<file path="config.mk">
export PLATFORM = sky130hd
export DESIGN_NAME = prga_decrypt
export DESIGN_NICKNAME = d
export VERILOG_FILES = /design/src/rtl/rc4_pkg.sv /design/src/rtl/prga_decrypt.sv
export SDC_FILE = /design/constraint.sdc
export NUM_CORES = 1
export LEC_CHECK = 0
export CAP_MARGIN = 20
export CORE_MARGIN = 2
export CORE_UTILIZATION = 50
export DETAILED_ROUTE_END_ITERATION = 7
export PLACE_DENSITY_LB_ADDON = 0.15
export SYNTH_ARGS = -nofsm -noshare
export SYNTH_HDL_FRONTEND = slang
export SYNTH_SLANG_ARGS = --single-unit
</file>
<file path="constraint.sdc">
create_clock -name clk -period 1.9 [get_ports clk]
set_input_delay 0.285 -clock clk [delete_from_list [all_inputs] [get_ports clk]]
set_output_delay 0.285 -clock clk [all_outputs]
set_load 0.01 [all_outputs]
</file>
<file path="src/rtl/rc4_pkg.sv">
// Shared definitions for the RC4 decryption stages: PRGA state encoding,
// message geometry and the printable-character bounds used by the range check.
package rc4_pkg;

    localparam int         MSG_LEN    = 32;
    localparam logic [4:0] MSG_LAST   = 5'd31;
    localparam logic [7:0] CHAR_LO    = 8'h61;
    localparam logic [7:0] CHAR_HI    = 8'h7A;
    localparam logic [7:0] CHAR_SPACE = 8'h20;

    typedef enum logic [3:0] {
        ST_IDLE    = 4'd0,
        ST_INC_I   = 4'd1,
        ST_WAIT_I  = 4'd2,
        ST_LATCH_I = 4'd3,
        ST_WAIT_J  = 4'd4,
        ST_LATCH_J = 4'd5,
        ST_WR_I    = 4'd6,
        ST_WR_J    = 4'd7,
        ST_WAIT_F  = 4'd8,
        ST_LATCH_F = 4'd9,
        ST_WR_OUT  = 4'd10,
        ST_NEXT    = 4'd11,
        ST_DONE    = 4'd12,
        ST_FAIL    = 4'd13
    } prga_state_t;

    function automatic logic char_valid(input logic [7:0] b);
        return ((b >= CHAR_LO) && (b <= CHAR_HI)) || (b == CHAR_SPACE);
    endfunction

endpackage

</file>
<file path="src/rtl/prga_decrypt.sv">
// RC4 PRGA stage: generates 32 keystream bytes from the S RAM and XORs them with
// the encrypted ROM. Optional plaintext range check enabled by RANGE_CHECK_EN.
module prga_decrypt
    import rc4_pkg::*;
(
    input  logic       clk,
    input  logic       reset,
    input  logic       start_flag,
    output logic       done_flag,
    output logic       fail_flag,
    output logic [7:0] s_address,
    output logic [7:0] s_data_in,
    input  logic [7:0] s_data_out,
    output logic       s_wren,
    output logic [4:0] rom_address,
    input  logic [7:0] rom_q,
    output logic [4:0] out_address,
    output logic [7:0] out_data,
    output logic       out_wren
);

    prga_state_t state_r;
    prga_state_t next_state_s;
    logic        wait_phase_r;
    logic [7:0]  i_r;
    logic [7:0]  j_r;
    logic [7:0]  si_r;
    logic [7:0]  sj_r;
    logic [4:0]  k_r;

    // State register
    always_ff @(posedge clk or negedge reset) begin
        if (!reset) begin
            state_r <= ST_IDLE;
        end else begin
            state_r <= next_state_s;
        end
    end

    // Next-state decode; WAIT_F spends one cycle issuing the f/ROM reads and one waiting
    always_comb begin
        next_state_s = state_r;
        case (state_r)
            ST_IDLE: begin
                if (start_flag) begin
                    next_state_s = ST_INC_I;
                end else begin
                    next_state_s = ST_IDLE;
                end
            end
            ST_INC_I:   next_state_s = ST_WAIT_I;
            ST_WAIT_I:  next_state_s = ST_LATCH_I;
            ST_LATCH_I: next_state_s = ST_WAIT_J;
            ST_WAIT_J:  next_state_s = ST_LATCH_J;
            ST_LATCH_J: next_state_s = ST_WR_I;
            ST_WR_I:    next_state_s = ST_WR_J;
            ST_WR_J:    next_state_s = ST_WAIT_F;
            ST_WAIT_F: begin
                if (wait_phase_r) begin
                    next_state_s = ST_LATCH_F;
                end else begin
                    next_state_s = ST_WAIT_F;
                end
            end
            ST_LATCH_F: next_state_s = ST_WR_OUT;
            ST_WR_OUT: begin
`ifdef RANGE_CHECK_EN
                if (!char_valid(out_data)) begin
                    next_state_s = ST_FAIL;
                end else begin
                    next_state_s = ST_NEXT;
                end
`else
                next_state_s = ST_NEXT;
`endif
            end
            ST_NEXT: begin
                if (k_r == MSG_LAST) begin
                    next_state_s = ST_DONE;
                end else begin
                    next_state_s = ST_INC_I;
                end
            end
            ST_DONE:    next_state_s = ST_DONE;
            ST_FAIL:    next_state_s = ST_FAIL;
            default:    next_state_s = ST_IDLE;
        endcase
    end

    // Datapath and registered memory ports; each state's outputs are loaded on the edge entering it
    always_ff @(posedge clk or negedge reset) begin
        if (!reset) begin
            wait_phase_r <= 1'b0;
            i_r          <= 8'd0;
            j_r          <= 8'd0;
            si_r         <= 8'd0;
            sj_r         <= 8'd0;
            k_r          <= 5'd0;
            s_address    <= 8'd0;
            s_data_in    <= 8'd0;
            s_wren       <= 1'b0;
            rom_address  <= 5'd0;
            out_address  <= 5'd0;
            out_data     <= 8'd0;
            out_wren     <= 1'b0;
            done_flag    <= 1'b0;
        end else begin
            done_flag <= (next_state_s == ST_DONE) || (next_state_s == ST_FAIL);
            case (state_r)
                ST_INC_I: begin
                    i_r       <= i_r + 8'd1;
                    s_address <= i_r + 8'd1;
                end
                ST_LATCH_I: begin
                    si_r      <= s_data_out;
                    j_r       <= j_r + s_data_out;
                    s_address <= j_r + s_data_out;
                end
                ST_LATCH_J: begin
                    sj_r      <= s_data_out;
                    s_address <= i_r;
                    s_data_in <= s_data_out;
                    s_wren    <= 1'b1;
                end
                ST_WR_I: begin
                    s_address <= j_r;
                    s_data_in <= si_r;
                    s_wren    <= 1'b1;
                end
                ST_WR_J: begin
                    s_wren <= 1'b0;
                end
                ST_WAIT_F: begin
                    if (!wait_phase_r) begin
                        s_address    <= si_r + sj_r;
                        rom_address  <= k_r;
                        wait_phase_r <= 1'b1;
                    end else begin
                        wait_phase_r <= 1'b0;
                    end
                end
                ST_LATCH_F: begin
                    out_address <= k_r;
                    out_data    <= s_data_out ^ rom_q;
                    out_wren    <= 1'b1;
                end
                ST_WR_OUT: begin
                    out_wren <= 1'b0;
                end
                ST_NEXT: begin
                    if (k_r != MSG_LAST) begin
                        k_r <= k_r + 5'd1;
                    end else begin
                        k_r <= k_r;
                    end
                end
                default: begin
                    s_wren   <= 1'b0;
                    out_wren <= 1'b0;
                end
            endcase
        end
    end

`ifdef RANGE_CHECK_EN
    // Sticky failure indication, set on entry to FAIL
    always_ff @(posedge clk or negedge reset) begin
        if (!reset) begin
            fail_flag <= 1'b0;
        end else begin
            fail_flag <= (next_state_s == ST_FAIL);
        end
    end
`else
    assign fail_flag = 1'b0;
`endif

endmodule

</file>
==> results of run 1 <==
[flip-flops by register name, summed over array words and instances, names as in the netlist]
register,cells
sj_r,8
out_wren,1
s_data_in,8
s_wren,1
s_address,8
i_r,8
j_r,8
out_address,5
rom_address,5
wait_phase_r,1
k_r,5
done_flag,1
si_r,8
out_data,8
state_r,4
[power by group through the flow]
stage	clock (mW)	combinational, mW	sequential (mW)
after CTS	1.37	1.15	1.91
final	1.36	1.17	1.91
after global placement	0	1.05	1.94
after global routing	1.45	1.30	1.93
after floorplan	0	0.663	1.94
after detailed placement	0	1.09	1.95
[area by class of cell]
class / instances / area share (%)
Timing Repair Buffer: 116 / 18.4
Multi-Input combinational cell: 323 / 39.8
Tap cell: 105 / 2.34
Clock inverter: 7 / 1.52
Inverter: 7 / 0.469
Clock buffer: 9 / 2.21
Sequential cell: 79 / 35.3
[per-stage QoR]
stage | instances | worst slack (ps) | area (µm²) | power, mW | setup TNS [ps]
5_1_grt | 646 | -192 | 5610 | 4.68 | -665
4_1_cts | 645 | -91.7 | 5560 | 4.43 | -258
3_5_place_dp | 624 | -590 | 5270 | 3.04 | -4470
6_report | 646 | -78.8 | 5610 | 4.45 | -158
2_1_floorplan | 427 | -71.7 | 4240 | 2.61 | -98.9
3_3_place_gp | 624 | -565 | 5270 | 2.99 | -4230
[worst max-delay path by stage]
| stage | start | endpoint | slack (ps) | cells after the start |
|---|---|---|---|---|
| after floorplan | si_r[0] | s_address[4] | -70 | 8 |
| after global placement | s_data_out[2] | j_r[7] | -560 | 8 |
| after detailed placement | s_data_out[0] | s_address[4] | -590 | 9 |
| after CTS | sj_r[0] | s_address[4] | -90 | 8 |
| after global routing | j_r[1] | j_r[7] | -190 | 7 |
| final | sj_r[0] | s_address[4] | -80 | 8 |
[timing repair]
action                                 4_1_cts  5_1_grt
buffers inserted                             4        1
resized for setup                           14       10
pin swaps                                   10        5
endpoints found under the hold margin       30        0
hold buffers                                 1        0
setup endpoints to repair                    7       23
[cells by family (layout without fill, tap and decap cells)]
| group | count (synthesis) | count (layout) | synth area share, % |
|---|---|---|---|
| simple gates | 155 | 155 | 16.1 |
| compound gates | 88 | 88 | 14.2 |
| flops | 79 | 79 | 47.1 |
| xor+xnor | 39 | 39 | 8.14 |
| buf+inv | 25 | 139 | 2.66 |
| mux | 21 | 21 | 5.64 |
| fa+ha+maj | 19 | 19 | 6.03 |
| other cells | 1 | 1 | 0.0894 |
[synth_stat cells (2+ instances only)]
| master | n |
|---|---|
| dfrtp_1 | 79 |
| nand2_1 | 78 |
| nor2_1 | 39 |
| xnor2_1 | 26 |
| a21oi_1 | 25 |
| mux2_2 | 21 |
| ha_1 | 17 |
| xor2_1 | 13 |
| a22oi_1 | 12 |
| o21ai_0 | 12 |
| o22ai_1 | 9 |
| and3_1 | 8 |
| buf_2 | 8 |
| nand3_1 | 8 |
| clkbuf_1 | 7 |
| inv_1 | 7 |
| nand2b_1 | 6 |
| a31oi_1 | 5 |
| a21o_1 | 4 |
| nor3_1 | 4 |
| a22o_1 | 3 |
| a2bb2oi_1 | 3 |
| or3_1 | 3 |
| a211oi_1 | 2 |
| a221o_1 | 2 |
| buf_4 | 2 |
| fa_1 | 2 |
| nor2b_1 | 2 |
| nor3_2 | 2 |
| or2_2 | 2 |
[routing by layer]
| layer | up-vias | global-route usage, % |
|---|---|---|
| li1 | 1707 | - |
| met1 | 1659 | 32.8 |
| met2 | 104 | 36.4 |
| met3 | 10 | 5.30 |
| met4 | 0 | 8.10 |
| met5 | - | 0 |
==> metrics.yaml, run 1 <==
floorplanning:
  start_util_pct: 51.3
  dieArea_um2: 9140
  core_area_um2: 8180
  die_w_um: 95.6
  io_pins: 57
  die_h_um: 95.6
  fp-row-count: 33
global_route:
  antenna_found_initial: 0
  grt_overflow_total: 0
  grt_max_degree: 50
  grt_pass1_wl_mm: 16.5
  grt_use_total_pct: 23.6
  grt_pass1_vias: 3376
sta:
  finalWorstSetupSlack_ps: -78.8
  finalClockSkew_ps: 12.8
  fin_crit_ps: 1980
  drv_slew: 0
  fin_crit_sh_pct: 104
  rsz0062_at_grt: "yes"
  max_freq_mhz: 505
  hold_ws_ps: 372
  setup_viol: 4
  hold_violations: 0
route:
  top_layer_used: "met4"
  routed_wl_mm: 9.97
  vias: 3480
  routed-wl-met2_mm: 4.65
  drt.antenna.violating_nets: 0
  drt_iter0_markers: 154
  avgRoutedWirePerCell_um: 15.4
  wl_met1_mm: 4.72
  via_per_inst: 5.39
  drc: 0
  wl_met3_um: 461
  first_pass_iters: 5
clock_tree:
  clk-insertion-delay-late_ps: 380
  htree_levels: 3
  cts_tree: "done"
  cts.path.max_buffers: 2
  cts_sinks: 79
  cts_buffers: 9
  cts_root_buf: "clkbuf_8"
  clkTransAtPathRegs_ps: 100
power_and_ir_drop:
  p_leak_nw: 2.56
  clkPwrFrac_pct: 30.7
  seqPwrFrac_pct: 43.0
  powerDensity_nw_per_um2: 793
  switching_share_pct: 30.5
  vdd_drop_max_uv: 455
  cellInternalPower_mw: 3.09
  p_comb_share_pct: 26.4
  switching_power_mw: 1.36
setup_path:
  cp_top_family: "compound AO/OA/AOI/OAI gates"
  cp.arrival_ps: 2280
  end_kind: "register"
  r2r_end: "s_address[4]"
  cp_slowest_cell: "dfrtp_1"
  worst_r2r_path_depth: 8
  cp_data_required_time_ps: 2200
  critPathKind: "reg2reg"
  crit_path_max_incr_delay_ps: 400
  start_kind: "register"
  crit_chain: "ha_2 > fa_2 > a21o_1 > a21oi_4 > xnor2_2 > o22ai_1 > a22o_1 > a21oi_1"
  r2r_setup_slack_ps: -80
  rr_startpoint: "sj_r[0]"
  crit_path_max_fanout: 2
  cp_num_buf_inv: 0
status:
  status: "finished, violations left"
  violations: "setup timing"
min_path:
  min_path_type: "in2async"
logic_synthesis:
  yosys_warnings: 0
  syn_nets: 465
  synth_ff_type: "dfrtp_1"
  synth.cell_area_um2: 4190
  postSynthCellCount: 427
  ys_top_cells_by_area: "dfrtp_1, nand2_1, mux2_2"
  yosysUniqueCellTypes: 46
  synth_edf_count: 0
  avgSynthCellArea_um2: 9.82
  async_flop_share_pct: 100
  yosysTopAreaCell: "dfrtp_1"
  synth_top_area_share_pct: 47.1
  ys_seq_elements: 79
  yosysSeqAreaShare_pct: 47.1
finish:
  multi_input_area_um2: 2230
  num-fill-cells: 634
  drive_gt1_share_pct: 23.1
  nets: 574
  antenna_cells: 0
  regArea_um2: 1980
  area_growth_pct: 33.7
  fin_util_pct: 68.6
  final_cell_mix: "nand2_1, dfrtp_1, buf_4, clkdlybuf4s50_1, nor2_1"
placed_design:
  port_buffers: 55
  routabilityCongestion: 0.820
  dpl.hpwl_mm: 7.13
job:
  drv_cap: 0
Power figures use the tool's default switching activity.
==> inputs of run 2 (changes only) <==
Clock period 1.9 ns to 2.2 ns, I/O delays scaled along.
==> run 2 against run 1 <==
  * The run now ends clean
  * First-iteration DRC count increased by 21%
  * Total power decreased by 16%
  * Clock skew increased by 3.4 ps
  * Combinational power decreased by 16%
  * Sequential cell count unchanged
  * Register-to-register slack improved by 150 ps
  * Cell count decreased by 3.1%
  * Routed wire length increased by 8.7%
  * Sequential share of layout area increased by 1.6 points
  * Worst hold slack improved by 75 ps
  * Fmax decreased by 7.0%
  * Sequential power decreased by 12%
==> metrics.yaml, run 2 (synthesis gave the netlist of run 1 again) <==
status:
  status: "finished clean"
route:
  avgRoutedWirePerCell_um: 17.3
  via_per_inst: 5.68
  drt.antenna.violating_nets: 0
  drc: 0
  first_pass_iters: 5
  vias: 3558
  routed_wl_mm: 10.8
  drt_iter0_markers: 186
setup_path:
  cp_top_family: "compound AO/OA/AOI/OAI gates"
  cp_slowest_cell: "dfrtp_1"
  r2r_setup_slack_ps: 70
  rr_startpoint: "j_r[1]"
  worst_r2r_path_depth: 7
  end_kind: "register"
  crit_path_max_incr_delay_ps: 440
  critical_path.startpoint: "j_r[1]"
  crit_chain: "ha_1 > a21o_1 > a221o_1 > o41ai_4 > xnor2_1 > nand2_1 > xnor2_1"
  crit_cells: 7
  crit_path_max_fanout: 4
  cp_data_required_time_ps: 2450
  cp.arrival_ps: 2380
  critPathCapture: "j_r[7]"
  critPathKind: "reg2reg"
  cp_num_buf_inv: 0
  cp_common_cell: "xnor2_1"
  start_kind: "register"
  r2r_end: "j_r[7]"
clock_tree:
  clkTransAtPathRegs_ps: 100
  htree_levels: 3
  cts_buffers: 9
  cts_sinks: 79
  cts.path.max_buffers: 2
  cts_tree: "done"
  cts_root_buf: "clkbuf_8"
  clk-insertion-delay-late_ps: 370
floorplanning:
  start_util_pct: 51.3
  fp-row-count: 33
  die_w_um: 95.6
  core_area_um2: 8180
  dieArea_um2: 9140
  io_pins: 57
  die_h_um: 95.6
placed_design:
  placed_cells: 604
  dpl_cell_area_um2: 5080
  dpl.hpwl_mm: 7.87
  port_buffers: 55
  routabilityCongestion: 0.856
sta:
  max_freq_mhz: 470
  drv_slew: 0
  fin_crit_ps: 2130
  relSlewSlack_pct: 62.6
  rsz0062_at_grt: "no"
  hold_ws_ps: 447
  finalSetupTns_ps: 0
  fin_crit_sh_pct: 96.8
  worst_slew_pin_slew_ps: 560
  finalClockSkew_ps: 16.2
  setup_viol: 0
  hold_violations: 0
finish:
  fin_util_pct: 65.7
  drive_gt1_share_pct: 18.0
  antenna_cells: 0
  stdcell_area_um2: 5370
  area_growth_pct: 28.1
  final_cell_mix: "nand2_1, dfrtp_1, clkdlybuf4s50_1, nor2_1, buf_4"
  final_common_cell: "nand2_1"
  fin_cells: 626
  nets: 554
global_route:
  grt_use_total_pct: 25.9
  grt_max_degree: 40
  grt_pass1_wl_mm: 17.8
  antenna_found_initial: 0
  grt_pass1_vias: 3516
  grt_overflow_total: 0
job:
  drv_cap: 0
power_and_ir_drop:
  p_leak_nw: 2.42
  powerDensity_nw_per_um2: 692
  vdd_drop_max_uv: 449
min_path:
  min_path_type: "in2reg"
run 2: final cells by class:
type / count / area, µm²
Clock inverter: 6 / 50.0
Fill cell: 644 / 2800
Timing Repair Buffer: 96 / 886
Sequential cell: 79 / 1980
Multi-Input combinational cell: 323 / 2160
Clock buffer: 10 / 138
Tap cell: 105 / 131
Inverter: 7 / 26.3
run 2: power breakdown:
part	internal (mW)	total (mW)	switching (mW)	leakage (nW)
combinational	0.528	0.984	0.456	1.38
clock	0.455	1.05	0.599	0.0899
sequential	1.56	1.68	0.118	0.957
run 2: how the worst min path moves through the flow:
stage	end	cells after the start	startpoint	slack, ps
floorplan	done_flag	0	reset	30
global placement	si_r[2]	1	reset	340
detailed placement	si_r[1]	1	reset	350
CTS	s_data_in[1]	2	s_data_in[1]	480
global route	si_r[1]	4	s_data_out[1]	490
finish	si_r[1]	4	s_data_out[1]	450
run 2: metal layers:
layer / share of wire [%] / global-route usage [%] / wire [µm]
met3: 6.5 / 6.32 / 709
met2: 46 / 41.0 / 5030
met4: 2.9 / 9.88 / 313
met5: 0 / 0 / 0
met1: 44 / 34.5 / 4780
run 2: what timing repair did:
item                       4_1_cts  5_1_grt
pin swaps                        0        6
gates resized for setup          3        9
buffers inserted                 0        5
setup endpoints to repair        2        5
hold endpoints to repair        37        0
hold buffers                     1        0
run 2: stage by stage:
step | total power, mW | worst slack, ps
floorplan | 2.20 | 173
global placement | 2.53 | -262
detailed placement | 2.58 | -323
CTS | 3.64 | 35.0
global route | 3.92 | 0.198
finish | 3.72 | 71.2
run 2: worst reg2reg max path, stage by stage (launching register included):
cell,delay [ps]
dfrtp_1,440
ha_1,290
a21o_1,200
a221o_1,370
o41ai_4,370
xnor2_1,160
nand2_1,80
xnor2_1,120
